## config.mk

```make
export PLATFORM = sky130hd
export DESIGN_NAME = serial_mem_ctrl_flat
export DESIGN_NICKNAME = d
export VERILOG_FILES = /design/src/rtl/serial_mem_ctrl_pkg.sv /design/src/rtl/serial_mem_ctrl_if.sv /design/src/rtl/serial_mem_ctrl_sync_edge.sv /design/src/rtl/serial_mem_ctrl.sv /design/src/flat_wrapper.sv
export SDC_FILE = /design/constraint.sdc
export NUM_CORES = 1
export LEC_CHECK = 0
export BUFFER_PORTS_ARGS = -buffer_cell sky130_fd_sc_hd__clkbuf_2
export CAP_MARGIN = 10
export CORE_AREA = 2 2 86 88
export DETAILED_ROUTE_END_ITERATION = 10
export DIE_AREA = 0 0 88 90
export GPL_ROUTABILITY_DRIVEN = 0
export PLACE_DENSITY = 0.78
export SYNTH_ARGS = -nofsm -noshare
export SYNTH_HDL_FRONTEND = slang
export SYNTH_SLANG_ARGS = --single-unit
```

## constraint.sdc

```tcl
create_clock -name clk -period 2.55 [get_ports clk]
set_input_delay 0.3825 -clock clk [delete_from_list [all_inputs] [get_ports clk]]
set_output_delay 0.3825 -clock clk [all_outputs]
set_load 0.03 [all_outputs]
```

## src/rtl/serial_mem_ctrl_pkg.sv

```systemverilog
// ---------------------------------------------------------------------------
// serial_mem_pkg
// Shared types and defaults for the serial memory link sequencer.
//   state_t   : transaction sequencer states (IDLE/ADDR/DATA/DONE)
//   cmd_t     : latched command of the granted requester
//   ADDR_W_DEF / DATA_W_DEF / SYNC_STAGES_DEF : default link geometry
//   CNT_W     : width of the per-phase bit counter
//   arbitrate : fixed-priority pick, write > read > fetch
// ---------------------------------------------------------------------------
package serial_mem_pkg;

  localparam int ADDR_W_DEF      = 16;
  localparam int DATA_W_DEF      = 8;
  localparam int SYNC_STAGES_DEF = 2;
  localparam int CNT_W           = 5;

  typedef enum logic [1:0] {
    IDLE,
    ADDR,
    DATA,
    DONE
  } state_t;

  typedef enum logic [1:0] {
    CMD_ROM,
    CMD_RAM_RD,
    CMD_RAM_WR
  } cmd_t;

  // RAM requests are only held mid-instruction, so they outrank fetch to
  // keep the core from deadlocking behind its own instruction stream.
  function automatic cmd_t arbitrate(input logic wr_req, input logic rd_req);
    if (wr_req) begin
      return CMD_RAM_WR;
    end else if (rd_req) begin
      return CMD_RAM_RD;
    end else begin
      return CMD_ROM;
    end
  endfunction

endpackage

```

## src/rtl/serial_mem_ctrl_if.sv

```systemverilog
// ---------------------------------------------------------------------------
// serial_mem_ctrl_if
// Core-side request/ack bus of the serial memory sequencer.
//   rom_req/rom_addr        : instruction fetch request (level, held to ack)
//   rom_ack/rom_rdata       : fetch ack pulse and fetched byte
//   ram_rd_req/ram_wr_req   : data RAM read / write requests (level)
//   ram_addr/ram_wdata      : RAM address and write byte
//   ram_ack/ram_rdata       : RAM ack pulse and read byte
//   busy                    : transaction in progress, stalls the core
// Modports: master = CPU side, slave = sequencer side.
// ---------------------------------------------------------------------------
interface serial_mem_ctrl_if #(
  parameter int ADDR_W = 16,
  parameter int DATA_W = 8
) ();

  logic              rom_req;
  logic [ADDR_W-1:0] rom_addr;
  logic              rom_ack;
  logic [DATA_W-1:0] rom_rdata;
  logic              ram_rd_req;
  logic              ram_wr_req;
  logic [ADDR_W-1:0] ram_addr;
  logic [DATA_W-1:0] ram_wdata;
  logic              ram_ack;
  logic [DATA_W-1:0] ram_rdata;
  logic              busy;

  modport master (
    output rom_req, rom_addr, ram_rd_req, ram_wr_req, ram_addr, ram_wdata,
    input  rom_ack, rom_rdata, ram_ack, ram_rdata, busy
  );

  modport slave (
    input  rom_req, rom_addr, ram_rd_req, ram_wr_req, ram_addr, ram_wdata,
    output rom_ack, rom_rdata, ram_ack, ram_rdata, busy
  );

endinterface

```

## src/rtl/serial_mem_ctrl_sync_edge.sv

```systemverilog
// ---------------------------------------------------------------------------
// serial_sync_edge
// Brings the asynchronous link pins into the clk domain and detects bit
// events.
//   clk, rst        : system clock, synchronous active-high reset
//   sclk_i          : external shift clock (asynchronous)
//   ready_i         : external side ready (asynchronous)
//   serial_in_i     : external read data (asynchronous)
//   serial_in_o     : synchronized serial_in, aligned with bit_event_o
//   bit_event_o     : one-cycle strobe on a synced sclk rise while ready
// STAGES must be at least 2.
// ---------------------------------------------------------------------------
module serial_sync_edge #(
  parameter int STAGES = 2
) (
  input  logic clk,
  input  logic rst,
  input  logic sclk_i,
  input  logic ready_i,
  input  logic serial_in_i,
  output logic serial_in_o,
  output logic bit_event_o
);

  logic [STAGES-1:0] sclk_sync_q;
  logic [STAGES-1:0] ready_sync_q;
  logic [STAGES-1:0] sin_sync_q;
  logic              sclk_prev_q;

  // All three pins share the same depth so serial_in stays aligned with
  // the sclk edge that samples it.
  always_ff @(posedge clk) begin
    if (rst) begin
      sclk_sync_q  <= '0;
      ready_sync_q <= '0;
      sin_sync_q   <= '0;
      sclk_prev_q  <= 1'b0;
    end else begin
      sclk_sync_q  <= {sclk_sync_q[STAGES-2:0], sclk_i};
      ready_sync_q <= {ready_sync_q[STAGES-2:0], ready_i};
      sin_sync_q   <= {sin_sync_q[STAGES-2:0], serial_in_i};
      sclk_prev_q  <= sclk_sync_q[STAGES-1];
    end
  end

  // A rise seen while ready is low is consumed and never counted later.
  assign bit_event_o = sclk_sync_q[STAGES-1] & ~sclk_prev_q & ready_sync_q[STAGES-1];
  assign serial_in_o = sin_sync_q[STAGES-1];

endmodule

```

## src/rtl/serial_mem_ctrl.sv

```systemverilog
// ---------------------------------------------------------------------------
// serial_mem_ctrl
// Arbitrates the core's ROM fetch and RAM read/write requests and runs one
// serial transaction at a time: ADDR_W address bits, then DATA_W data bits,
// MSB first, one bit per ready-qualified sclk rise.
//   clk, rst        : system clock, synchronous active-high reset
//   bus (slave)     : core request/ack bus, see serial_mem_ctrl_if
//   sclk, ready     : external shift clock and ready (asynchronous)
//   serial_in       : external read data (asynchronous)
//   serial_out      : address / write data to external side
//   addr_phase      : high while the address is being shifted
//   rom_sel, ram_wr_sel, ram_rd_sel : one-hot command flags
// All outputs come straight from flops.
// ---------------------------------------------------------------------------
module serial_mem_ctrl
  import serial_mem_pkg::*;
#(
  parameter int ADDR_W      = ADDR_W_DEF,
  parameter int DATA_W      = DATA_W_DEF,
  parameter int SYNC_STAGES = SYNC_STAGES_DEF
) (
  input  logic              clk,
  input  logic              rst,
  serial_mem_ctrl_if.slave  bus,
  input  logic              sclk,
  input  logic              ready,
  input  logic              serial_in,
  output logic              serial_out,
  output logic              addr_phase,
  output logic              rom_sel,
  output logic              ram_wr_sel,
  output logic              ram_rd_sel
);

  localparam logic [CNT_W-1:0] ADDR_LAST = CNT_W'(ADDR_W - 1);
  localparam logic [CNT_W-1:0] DATA_LAST = CNT_W'(DATA_W - 1);
  localparam logic [CNT_W-1:0] CNT_ONE   = CNT_W'(1);

  logic bit_event;
  logic sin_s;

  state_t            state_q, state_d;
  cmd_t              cmd_q, cmd_d;
  logic [ADDR_W-1:0] addr_sr_q, addr_sr_d;
  logic [DATA_W-1:0] data_sr_q, data_sr_d;
  logic [CNT_W-1:0]  cnt_q, cnt_d;
  logic [DATA_W-1:0] rom_rdata_q, rom_rdata_d;
  logic [DATA_W-1:0] ram_rdata_q, ram_rdata_d;
  logic              rom_ack_q, rom_ack_d;
  logic              ram_ack_q, ram_ack_d;
  logic              busy_q, busy_d;
  logic              serial_out_q, serial_out_d;
  logic              addr_phase_q, addr_phase_d;
  logic              rom_sel_q, rom_sel_d;
  logic              ram_wr_sel_q, ram_wr_sel_d;
  logic              ram_rd_sel_q, ram_rd_sel_d;
  logic              shifting;

  serial_sync_edge #(
    .STAGES (SYNC_STAGES)
  ) u_sync (
    .clk         (clk),
    .rst         (rst),
    .sclk_i      (sclk),
    .ready_i     (ready),
    .serial_in_i (serial_in),
    .serial_in_o (sin_s),
    .bit_event_o (bit_event)
  );

  always_ff @(posedge clk) begin
    if (rst) begin
      state_q      <= IDLE;
      cmd_q        <= CMD_ROM;
      addr_sr_q    <= '0;
      data_sr_q    <= '0;
      cnt_q        <= '0;
      rom_rdata_q  <= '0;
      ram_rdata_q  <= '0;
      rom_ack_q    <= 1'b0;
      ram_ack_q    <= 1'b0;
      busy_q       <= 1'b0;
      serial_out_q <= 1'b0;
      addr_phase_q <= 1'b0;
      rom_sel_q    <= 1'b0;
      ram_wr_sel_q <= 1'b0;
      ram_rd_sel_q <= 1'b0;
    end else begin
      state_q      <= state_d;
      cmd_q        <= cmd_d;
      addr_sr_q    <= addr_sr_d;
      data_sr_q    <= data_sr_d;
      cnt_q        <= cnt_d;
      rom_rdata_q  <= rom_rdata_d;
      ram_rdata_q  <= ram_rdata_d;
      rom_ack_q    <= rom_ack_d;
      ram_ack_q    <= ram_ack_d;
      busy_q       <= busy_d;
      serial_out_q <= serial_out_d;
      addr_phase_q <= addr_phase_d;
      rom_sel_q    <= rom_sel_d;
      ram_wr_sel_q <= ram_wr_sel_d;
      ram_rd_sel_q <= ram_rd_sel_d;
    end
  end

  always_comb begin
    state_d     = state_q;
    cmd_d       = cmd_q;
    addr_sr_d   = addr_sr_q;
    data_sr_d   = data_sr_q;
    cnt_d       = cnt_q;
    rom_rdata_d = rom_rdata_q;
    ram_rdata_d = ram_rdata_q;

    case (state_q)
      IDLE: begin
        if (bus.ram_wr_req || bus.ram_rd_req || bus.rom_req) begin
          state_d   = ADDR;
          cmd_d     = arbitrate(bus.ram_wr_req, bus.ram_rd_req);
          addr_sr_d = (cmd_d == CMD_ROM) ? bus.rom_addr : bus.ram_addr;
          data_sr_d = (cmd_d == CMD_RAM_WR) ? bus.ram_wdata : '0;
          cnt_d     = '0;
        end
      end

      ADDR: begin
        if (bit_event) begin
          addr_sr_d = {addr_sr_q[ADDR_W-2:0], 1'b0};
          if (cnt_q == ADDR_LAST) begin
            state_d = DATA;
            cnt_d   = '0;
          end else begin
            cnt_d = cnt_q + CNT_ONE;
          end
        end
      end

      DATA: begin
        if (bit_event) begin
          // Writes drain the shift register; reads fill it from the LSB.
          if (cmd_q == CMD_RAM_WR) begin
            data_sr_d = {data_sr_q[DATA_W-2:0], 1'b0};
          end else begin
            data_sr_d = {data_sr_q[DATA_W-2:0], sin_s};
          end
          if (cnt_q == DATA_LAST) begin
            state_d = DONE;
            cnt_d   = '0;
            // Capture here so rdata changes on the same edge as the ack.
            if (cmd_q == CMD_ROM) begin
              rom_rdata_d = data_sr_d;
            end else if (cmd_q == CMD_RAM_RD) begin
              ram_rdata_d = data_sr_d;
            end
          end else begin
            cnt_d = cnt_q + CNT_ONE;
          end
        end
      end

      DONE: begin
        state_d = IDLE;
      end

      default: begin
        state_d = IDLE;
      end
    endcase
  end

  // Output flops are loaded from the next-state values so every pin is a
  // plain register while still tracking the state it belongs to.
  always_comb begin
    shifting     = (state_d == ADDR) || (state_d == DATA);
    rom_ack_d    = (state_d == DONE) && (cmd_d == CMD_ROM);
    ram_ack_d    = (state_d == DONE) && (cmd_d != CMD_ROM);
    busy_d       = (state_d != IDLE);
    addr_phase_d = (state_d == ADDR);
    rom_sel_d    = shifting && (cmd_d == CMD_ROM);
    ram_rd_sel_d = shifting && (cmd_d == CMD_RAM_RD);
    ram_wr_sel_d = shifting && (cmd_d == CMD_RAM_WR);
    serial_out_d = 1'b0;
    if (state_d == ADDR) begin
      serial_out_d = addr_sr_d[ADDR_W-1];
    end else if ((state_d == DATA) && (cmd_d == CMD_RAM_WR)) begin
      serial_out_d = data_sr_d[DATA_W-1];
    end
  end

  assign bus.rom_ack   = rom_ack_q;
  assign bus.rom_rdata = rom_rdata_q;
  assign bus.ram_ack   = ram_ack_q;
  assign bus.ram_rdata = ram_rdata_q;
  assign bus.busy      = busy_q;
  assign serial_out    = serial_out_q;
  assign addr_phase    = addr_phase_q;
  assign rom_sel       = rom_sel_q;
  assign ram_wr_sel    = ram_wr_sel_q;
  assign ram_rd_sel    = ram_rd_sel_q;

endmodule

```

## src/flat_wrapper.sv

```systemverilog
// flat-port wrapper written by rule: the top's interface ports become plain ports
module serial_mem_ctrl_flat import serial_mem_pkg::*;
#(
  parameter int ADDR_W      = ADDR_W_DEF,
  parameter int DATA_W      = DATA_W_DEF,
  parameter int SYNC_STAGES = SYNC_STAGES_DEF
)
  (clk, rst, sclk, ready, serial_in, serial_out, addr_phase, rom_sel, ram_wr_sel, ram_rd_sel, bus_rom_req, bus_rom_addr, bus_ram_rd_req, bus_ram_wr_req, bus_ram_addr, bus_ram_wdata, bus_rom_ack, bus_rom_rdata, bus_ram_ack, bus_ram_rdata, bus_busy);
  serial_mem_ctrl_if #(.ADDR_W(ADDR_W), .DATA_W(DATA_W)) bus_i ();
  input  logic clk;
  input  logic rst;
  input  logic sclk;
  input  logic ready;
  input  logic serial_in;
  output logic serial_out;
  output logic addr_phase;
  output logic rom_sel;
  output logic ram_wr_sel;
  output logic ram_rd_sel;
  input wire logic [$bits(bus_i.rom_req)-1:0] bus_rom_req;
  input wire logic [$bits(bus_i.rom_addr)-1:0] bus_rom_addr;
  input wire logic [$bits(bus_i.ram_rd_req)-1:0] bus_ram_rd_req;
  input wire logic [$bits(bus_i.ram_wr_req)-1:0] bus_ram_wr_req;
  input wire logic [$bits(bus_i.ram_addr)-1:0] bus_ram_addr;
  input wire logic [$bits(bus_i.ram_wdata)-1:0] bus_ram_wdata;
  output wire logic [$bits(bus_i.rom_ack)-1:0] bus_rom_ack;
  output wire logic [$bits(bus_i.rom_rdata)-1:0] bus_rom_rdata;
  output wire logic [$bits(bus_i.ram_ack)-1:0] bus_ram_ack;
  output wire logic [$bits(bus_i.ram_rdata)-1:0] bus_ram_rdata;
  output wire logic [$bits(bus_i.busy)-1:0] bus_busy;
  assign bus_i.rom_req = bus_rom_req;
  assign bus_i.rom_addr = bus_rom_addr;
  assign bus_i.ram_rd_req = bus_ram_rd_req;
  assign bus_i.ram_wr_req = bus_ram_wr_req;
  assign bus_i.ram_addr = bus_ram_addr;
  assign bus_i.ram_wdata = bus_ram_wdata;
  assign bus_rom_ack = bus_i.rom_ack;
  assign bus_rom_rdata = bus_i.rom_rdata;
  assign bus_ram_ack = bus_i.ram_ack;
  assign bus_ram_rdata = bus_i.ram_rdata;
  assign bus_busy = bus_i.busy;
  serial_mem_ctrl #(.ADDR_W(ADDR_W), .DATA_W(DATA_W), .SYNC_STAGES(SYNC_STAGES)) u_core (.clk(clk), .rst(rst), .bus(bus_i), .sclk(sclk), .ready(ready), .serial_in(serial_in), .serial_out(serial_out), .addr_phase(addr_phase), .rom_sel(rom_sel), .ram_wr_sel(ram_wr_sel), .ram_rd_sel(ram_rd_sel));
endmodule
```

# After elaboration in Yosys (flattened, before gate mapping)
# Index checks and enable logic that the tools add are counted.
[word_totals]
regBits = 64
out_inout_bits = 24
input_bits = 48
[op_classes]
n_eq_ne = 16
bitwise = 4
reduce_logical = 23
add_sub_neg = 1
n_mux = 29
[op_table]
columns = ["operator", "count"]
rows = [
  ["$mux W16", 3],
  ["$pmux W16 S2", 1],
  ["$mux W5", 5],
  ["$mux W8", 3],
  ["$mux W2", 10],
  ["$pmux W8 S2", 1],
  ["$pmux W5 S3", 1],
  ["$eq A2 B2 Y1 const B", 7],
  ["$eq A2 B1 Y1 const B", 4],
  ["$logic_not A2 Y1", 4],
  ["$pmux W2 S4", 1],
  ["$reduce_and A4 Y1", 2],
  ["$reduce_bool A2 Y1", 4],
  ["$logic_and A1 B1 Y1", 6],
  ["$ne A2 B1 Y1 const B", 3],
  ["$reduce_and A3 Y1", 2],
  ["$add A5 B1 Y5 const B", 1],
  ["$eq A5 B3 Y1 const B", 1],
  ["$eq A5 B4 Y1 const B", 1],
  ["$reduce_and A5 Y1", 1],
  ["$mux W1", 4],
  ["$logic_or A1 B1 Y1", 3],
  ["$reduce_bool A3 Y1", 1],
  ["$and A1 B1 Y1", 2],
  ["$not A1 Y1", 2],
]

# Longest topological paths before layout
[logic_depth]
depth_word = 10
ltp_mapped = 10
ltp_nobuf = 10

# Cells and area by module
# Synthesis repeated with hierarchy kept, for this count alone.
[hier_totals]
hier_cells = 309
hier_area_um2 = 2972.9
[by_module_without_submodules]
columns = ["module", "area_per_inst_um2", "instances", "cells_each"]
rows = [
  ["serial_mem_ctrl", 2780.2, 1, 294],
  ["serial_sync_edge", 192.7, 1, 15],
]

# Worst setup path after synthesis
# No wires, ideal clock.
[synth_path]
kind = "reg2reg"
from = "reg u_core.state_q[1]"
to = "reg u_core.serial_out_q (netlist: u_core.serial_out)"
synth_period_minus_slack_ns = 2.111
stages_incl_launch_ff = 11
arrival_time_ns = 1.994
path_slack_ns = 0.439
path_cell_list = "dfxtp_1 > inv_1 > ha_1 > and4b_1 > buf_2 > a221oi_1 > o21ai_0 > inv_1 > ha_1 > nor2b_1 > a32o_1"
[synth_rtl]
columns = ["item", "line_no", "rtl"]
rows = [
  ["start, declared", "serial_mem_ctrl.sv:42", "state_t state_q, state_d;"],
  ["start signal, assigned", "serial_mem_ctrl.sv:89", "state_q <= state_d;"],
  ["$mux W2 (on tied branches)", "serial_mem_ctrl.sv:147, serial_mem_ctrl.sv:130", ""],
  ["$mux W2 (on tied branches)", "serial_mem_ctrl.sv:140, serial_mem_ctrl.sv:128", ""],
  ["$pmux W2 S4 *", "serial_mem_ctrl.sv:116", "case (state_q)"],
  ["via u_core.state_d[1]", "serial_mem_ctrl.sv:42", ""],
  ["$eq A2 B1 Y1 *", "n/a", ""],
  ["via u_core.addr_phase_d", "serial_mem_ctrl.sv:53", "logic addr_phase_q, addr_phase_d;"],
  ["$mux W1 *", "serial_mem_ctrl.sv:184", "if (state_d == ADDR) begin"],
  ["end signal, assigned", "serial_mem_ctrl.sv:99", "serial_out_q <= serial_out_d;"],
  ["end, declared", "serial_mem_ctrl.sv:52", "logic serial_out_q, serial_out_d;"],
]
# The timed path passes the listed nets; every way through them passes the cells marked *.
# A chain may end at the register's enable or synchronous reset.

# Worst setup path after layout
[layout_path]
from = "reg u_core.state_q[0]"
to = "reg u_core.serial_out_q (netlist: u_core.serial_out)"
# Same word-level chain as after synthesis.

==> impl.org <==
** Outcome
- Status :: completed

** Placed design
- Counting tap cells, the placed design contains a total of 470 instances.
- Pre-CTS WS :: 201 ps
- Count of port buffers added during placement :: 71
- Dpl cell area :: 3470 um^2
- Once detailed placement completed, the half-perimeter wirelength came to 4540 um.

** Worst setup path
- The worst setup path is launched from a flop.
- Crit Path Category :: flop to flop
- STA puts the critical path data arrival time at 2600 ps.
- Slowest stage cell on the critical path :: sky130_fd_sc_hd__dfxtp_1
- Critical Path Sink Type :: flop
- Data on the critical path is required at its endpoint by 2790 ps.
- Along the worst path, the maximum fanout reaches 10.
- Critical path's largest stage delay :: 390 ps
- The critical path goes through inv_1 -> ha_1 -> and4b_1 -> a21oi_1 -> o32a_1 -> inv_1 -> ha_1 -> nor2b_1 -> a32o_1.

** Floorplanning
- Area of the die :: 7920 um^2
- 72 I/O pins were placed.
- Die Y :: 90 um
- Core area :: 7020 um^2
- Row generation in the floorplan step produced 31 rows.
- The die is 88 um wide.
- Starting utilization of the core area :: 43.5%

** Synth
- Synthesis instantiated 47 different standard cells from the library.
- Fraction of the mapped netlist area in compound gates :: 19.6%
- Summing the areas of all fa, ha and maj instances in the mapped netlist gives 4.91% of the synthesized area.
- The top cell type by area accounts for 41.9% of the synthesized area.
- Ranking of synthesized cells by area :: sky130_fd_sc_hd__dfxtp_1 42%, sky130_fd_sc_hd__mux2i_1 10%, sky130_fd_sc_hd__nor2_1 5.7%, sky130_fd_sc_hd__ha_1 4.9%, sky130_fd_sc_hd__a211oi_2 4.5%
- Proportion of synthesized chip area in sequential cells :: 41.9%
- Summing the areas of all xor and xnor instances in the mapped netlist gives 0% of the synthesized area.
- Counting flops with a built-in enable in the synthesized netlist gives 0.
- After synthesis, the share of flip-flops with an asynchronous set or reset is 0%.
- The mapped netlist covers 3060 um^2.
- Number of standard cells after synthesis :: 315
- Net count after synthesis :: 375
- YS warnings :: 0
- After synthesis, the largest family of logic cells by area is compound AO/OA/AOI/OAI gates.
- A synthesized cell averages 9.70 um^2.
- After Yosys synthesis, and, or, nand and nor cells account for 18.1% of the synthesized area.
- The biggest area contributor in the post-synthesis netlist is sky130_fd_sc_hd__dfxtp_1.
- Among all flip-flop cells after synthesis, the most frequent one is sky130_fd_sc_hd__dfxtp_1.
- Multiplexer area fraction after synthesis :: 10.2%
- In this run, synthesis produced a sequential element count of 64.

** Clock tree
- Number of buffers inserted during clock tree synthesis :: 9
- After clock tree synthesis, the clock-pin slew on the worst setup and hold paths is 70 ps.
- Counting along the longest clock path gives a buffer depth of 2.
- Number of sinks handled by clock tree synthesis :: 64
- CTS placed an instance of sky130_fd_sc_hd__clkbuf_8 at the clock tree root.
- Clock insertion delay at the later pin of the skew report :: 350 ps
- Number of H-tree levels :: 3
- CTS tree :: done

** STA
- Total of endpoints with negative setup slack in the final report :: 0
- Total count of hold-check failures in the final report :: 0
- The worst pin sits at a relative slew slack of 31.4%.
- On the final layout, the worst clock skew is 9.91 ps.
- Worst Hold Margin :: 253 ps
- Setup slack on the critical path of the routed design comes to 186 ps.
- For the pin with the worst max-slew slack, the measured transition is 1020 ps.
- Counting I/O delays and the setup requirement, the final critical path takes 2360 ps.
- Max-slew violations :: 0
- Summed over all failing endpoints, the final setup total negative slack is 0 ps.
- For this run, the top clock speed supported by timing is 423 MHz.
- Setup repair after global routing left no endpoint under its margin.
- Dividing the final minimum period by the clock period gives 92.7%.

** Layout
- Cell area after layout :: 3660 um^2
- In the final layout, the share of cells above drive strength 1 is 29.4%.
- In the final layout, the multi-input gates occupy 1620 um^2.
- The finished layout holds 487 standard cells, fillers aside.
- # diodes :: 0
- Most common cell after layout, fill and taps aside :: sky130_fd_sc_hd__clkbuf_2
- The area growth from synthesis to layout is 19.8%.
- Measured on the finished design, the core utilization comes to 52.1%.
- FF+latch area :: 1280 um^2
- After the last flow step, the layout net total stands at 443.
- Counting the fill cells in the layout gives 637.
- Commonest non-fill, non-tap cells in the layout :: 71 x sky130_fd_sc_hd__clkbuf_2, 64 x sky130_fd_sc_hd__dfxtp_1, 46 x sky130_fd_sc_hd__nor2_1

** Global route
- The via count of the first global-routing pass came to 2,365.
- Largest net degree at the start of global routing :: 48
- The first global-routing pass estimated 10,500 um of wire.
- Antenna violations before repair :: 0
- Global routing used 16.7% of the available tracks.
- The total overflow left after global routing is 0.

** Route
- Iteration-0 DRC count of the detailed router :: 136
- Total detailed-routing wirelength :: 6370 um
- Detail-routed net length per standard cell :: 13.1 um
- Via density per instance :: 5.23
- The first detailed-routing pass took 4 iterations.
- For this run, design rule violations remaining after detail routing come to 0.
- Antenna-violating nets left :: 0
- The routed layout has 2,545 vias.

** Power
- IR analysis of the VDD net gives a maximum drop of 423 uV.
- The design draws 2.24 mW.
- Dividing total power by cell area gives a power density of 613 nW/um^2.
- Leakage power of the design :: 1.56 nW

** Hold path
- In this run the worst hold path is classified as input pin to flop.

** Flow run
- # Max-Cap Violations :: 0
## registers in the layout (all words and copies together) (netlist names), 2 cells and up
register	cells
u_core.addr_sr_q	16
u_core.bus.ram_rdata	8
u_core.bus.rom_rdata	8
u_core.data_sr_q	8
u_core.cnt_q	5
u_core.cmd_q	2
u_core.state_q	2
u_core.u_sync.ready_sync_q	2
u_core.u_sync.sclk_sync_q	2
u_core.u_sync.sin_sync_q	2
## timing repair
item | in CTS | in global routing
buffers inserted | 0 | 1
hold buffers | 0 | 0
setup endpoints to repair | 0 | 4
resized for setup | 0 | 1
## worst max-delay path: cells and delay by family, from the launching register on
| family | cells | cell delay, ps |
|---|---|---|
| AOI/OAI and AO/OA | 3 | 700 |
| adders and majority gates | 2 | 490 |
| buffers and inverters | 2 | 190 |
| DFF | 1 | 390 |
| and+or+nand+nor | 2 | 500 |
## path summary, 6_finish.rpt
| check | startpoint | to | slack [ps] | depth (start not counted) |
|---|---|---|---|---|
| setup / recovery | u_core.state_q[0] | u_core.serial_out | 190 | 9 |
| hold / removal | ready | u_core.u_sync.ready_sync_q[0] | 250 | 2 |
| setup reg to reg | u_core.state_q[0] | u_core.serial_out | 190 | 9 |
| hold reg to reg | u_core.u_sync.sclk_sync_q[0] | u_core.u_sync.sclk_sync_q[1] | 450 | 1 |
## power breakdown
group          leakage, nW  internal, mW  switching (mW)
Sequential           0.524          1.06          0.0396
Clock               0.0845         0.379           0.397
Combinational        0.955         0.163           0.201
Total                 1.56          1.60           0.638
## cells by family after synthesis
group / after synthesis
and+or+nand+nor: 104
adders and majority gates: 12
muxes: 31
AOI/OAI and AO/OA: 72
buffers and inverters: 32
DFF: 64
## routing by layer
layer,share of wire (%),wire [um],vias up,track usage [%]
met1,44,2810,1194,20.1
met2,48,3030,82,26.8
met4,1.1,70,0,6.03
met3,7.1,450,6,6.06
met5,0,0,-,0
li1,-,-,1263,-
## cell type report
type / instances / share of cell area (%)
multi-input cells: 219 / 44.3
flip-flops and latches: 64 / 35.0
repair buffers: 79 / 11.3
clock buffers: 10 / 3.76
well taps: 99 / 3.38
clock inverters: 6 / 1.23
inverters: 10 / 1.03
## cell usage after synthesis (all sizes together) (2+ instances only)
master	count
o21ai	5
buf	15
nand3b	2
ha	12
a21oi	9
and2	3
inv	10
a22oi	7
dfxtp	64
o31ai	2
nand2b	5
nor2b	13
and4b	2
nor4b	5
a31oi	3
a2bb2oi	14
nor3	2
nor2	47
nand2	11
a211oi	22
clkbuf	7
nand3	6
mux2i	31
nand4b	2
Note: power is estimated with default switching activity, not from simulation.
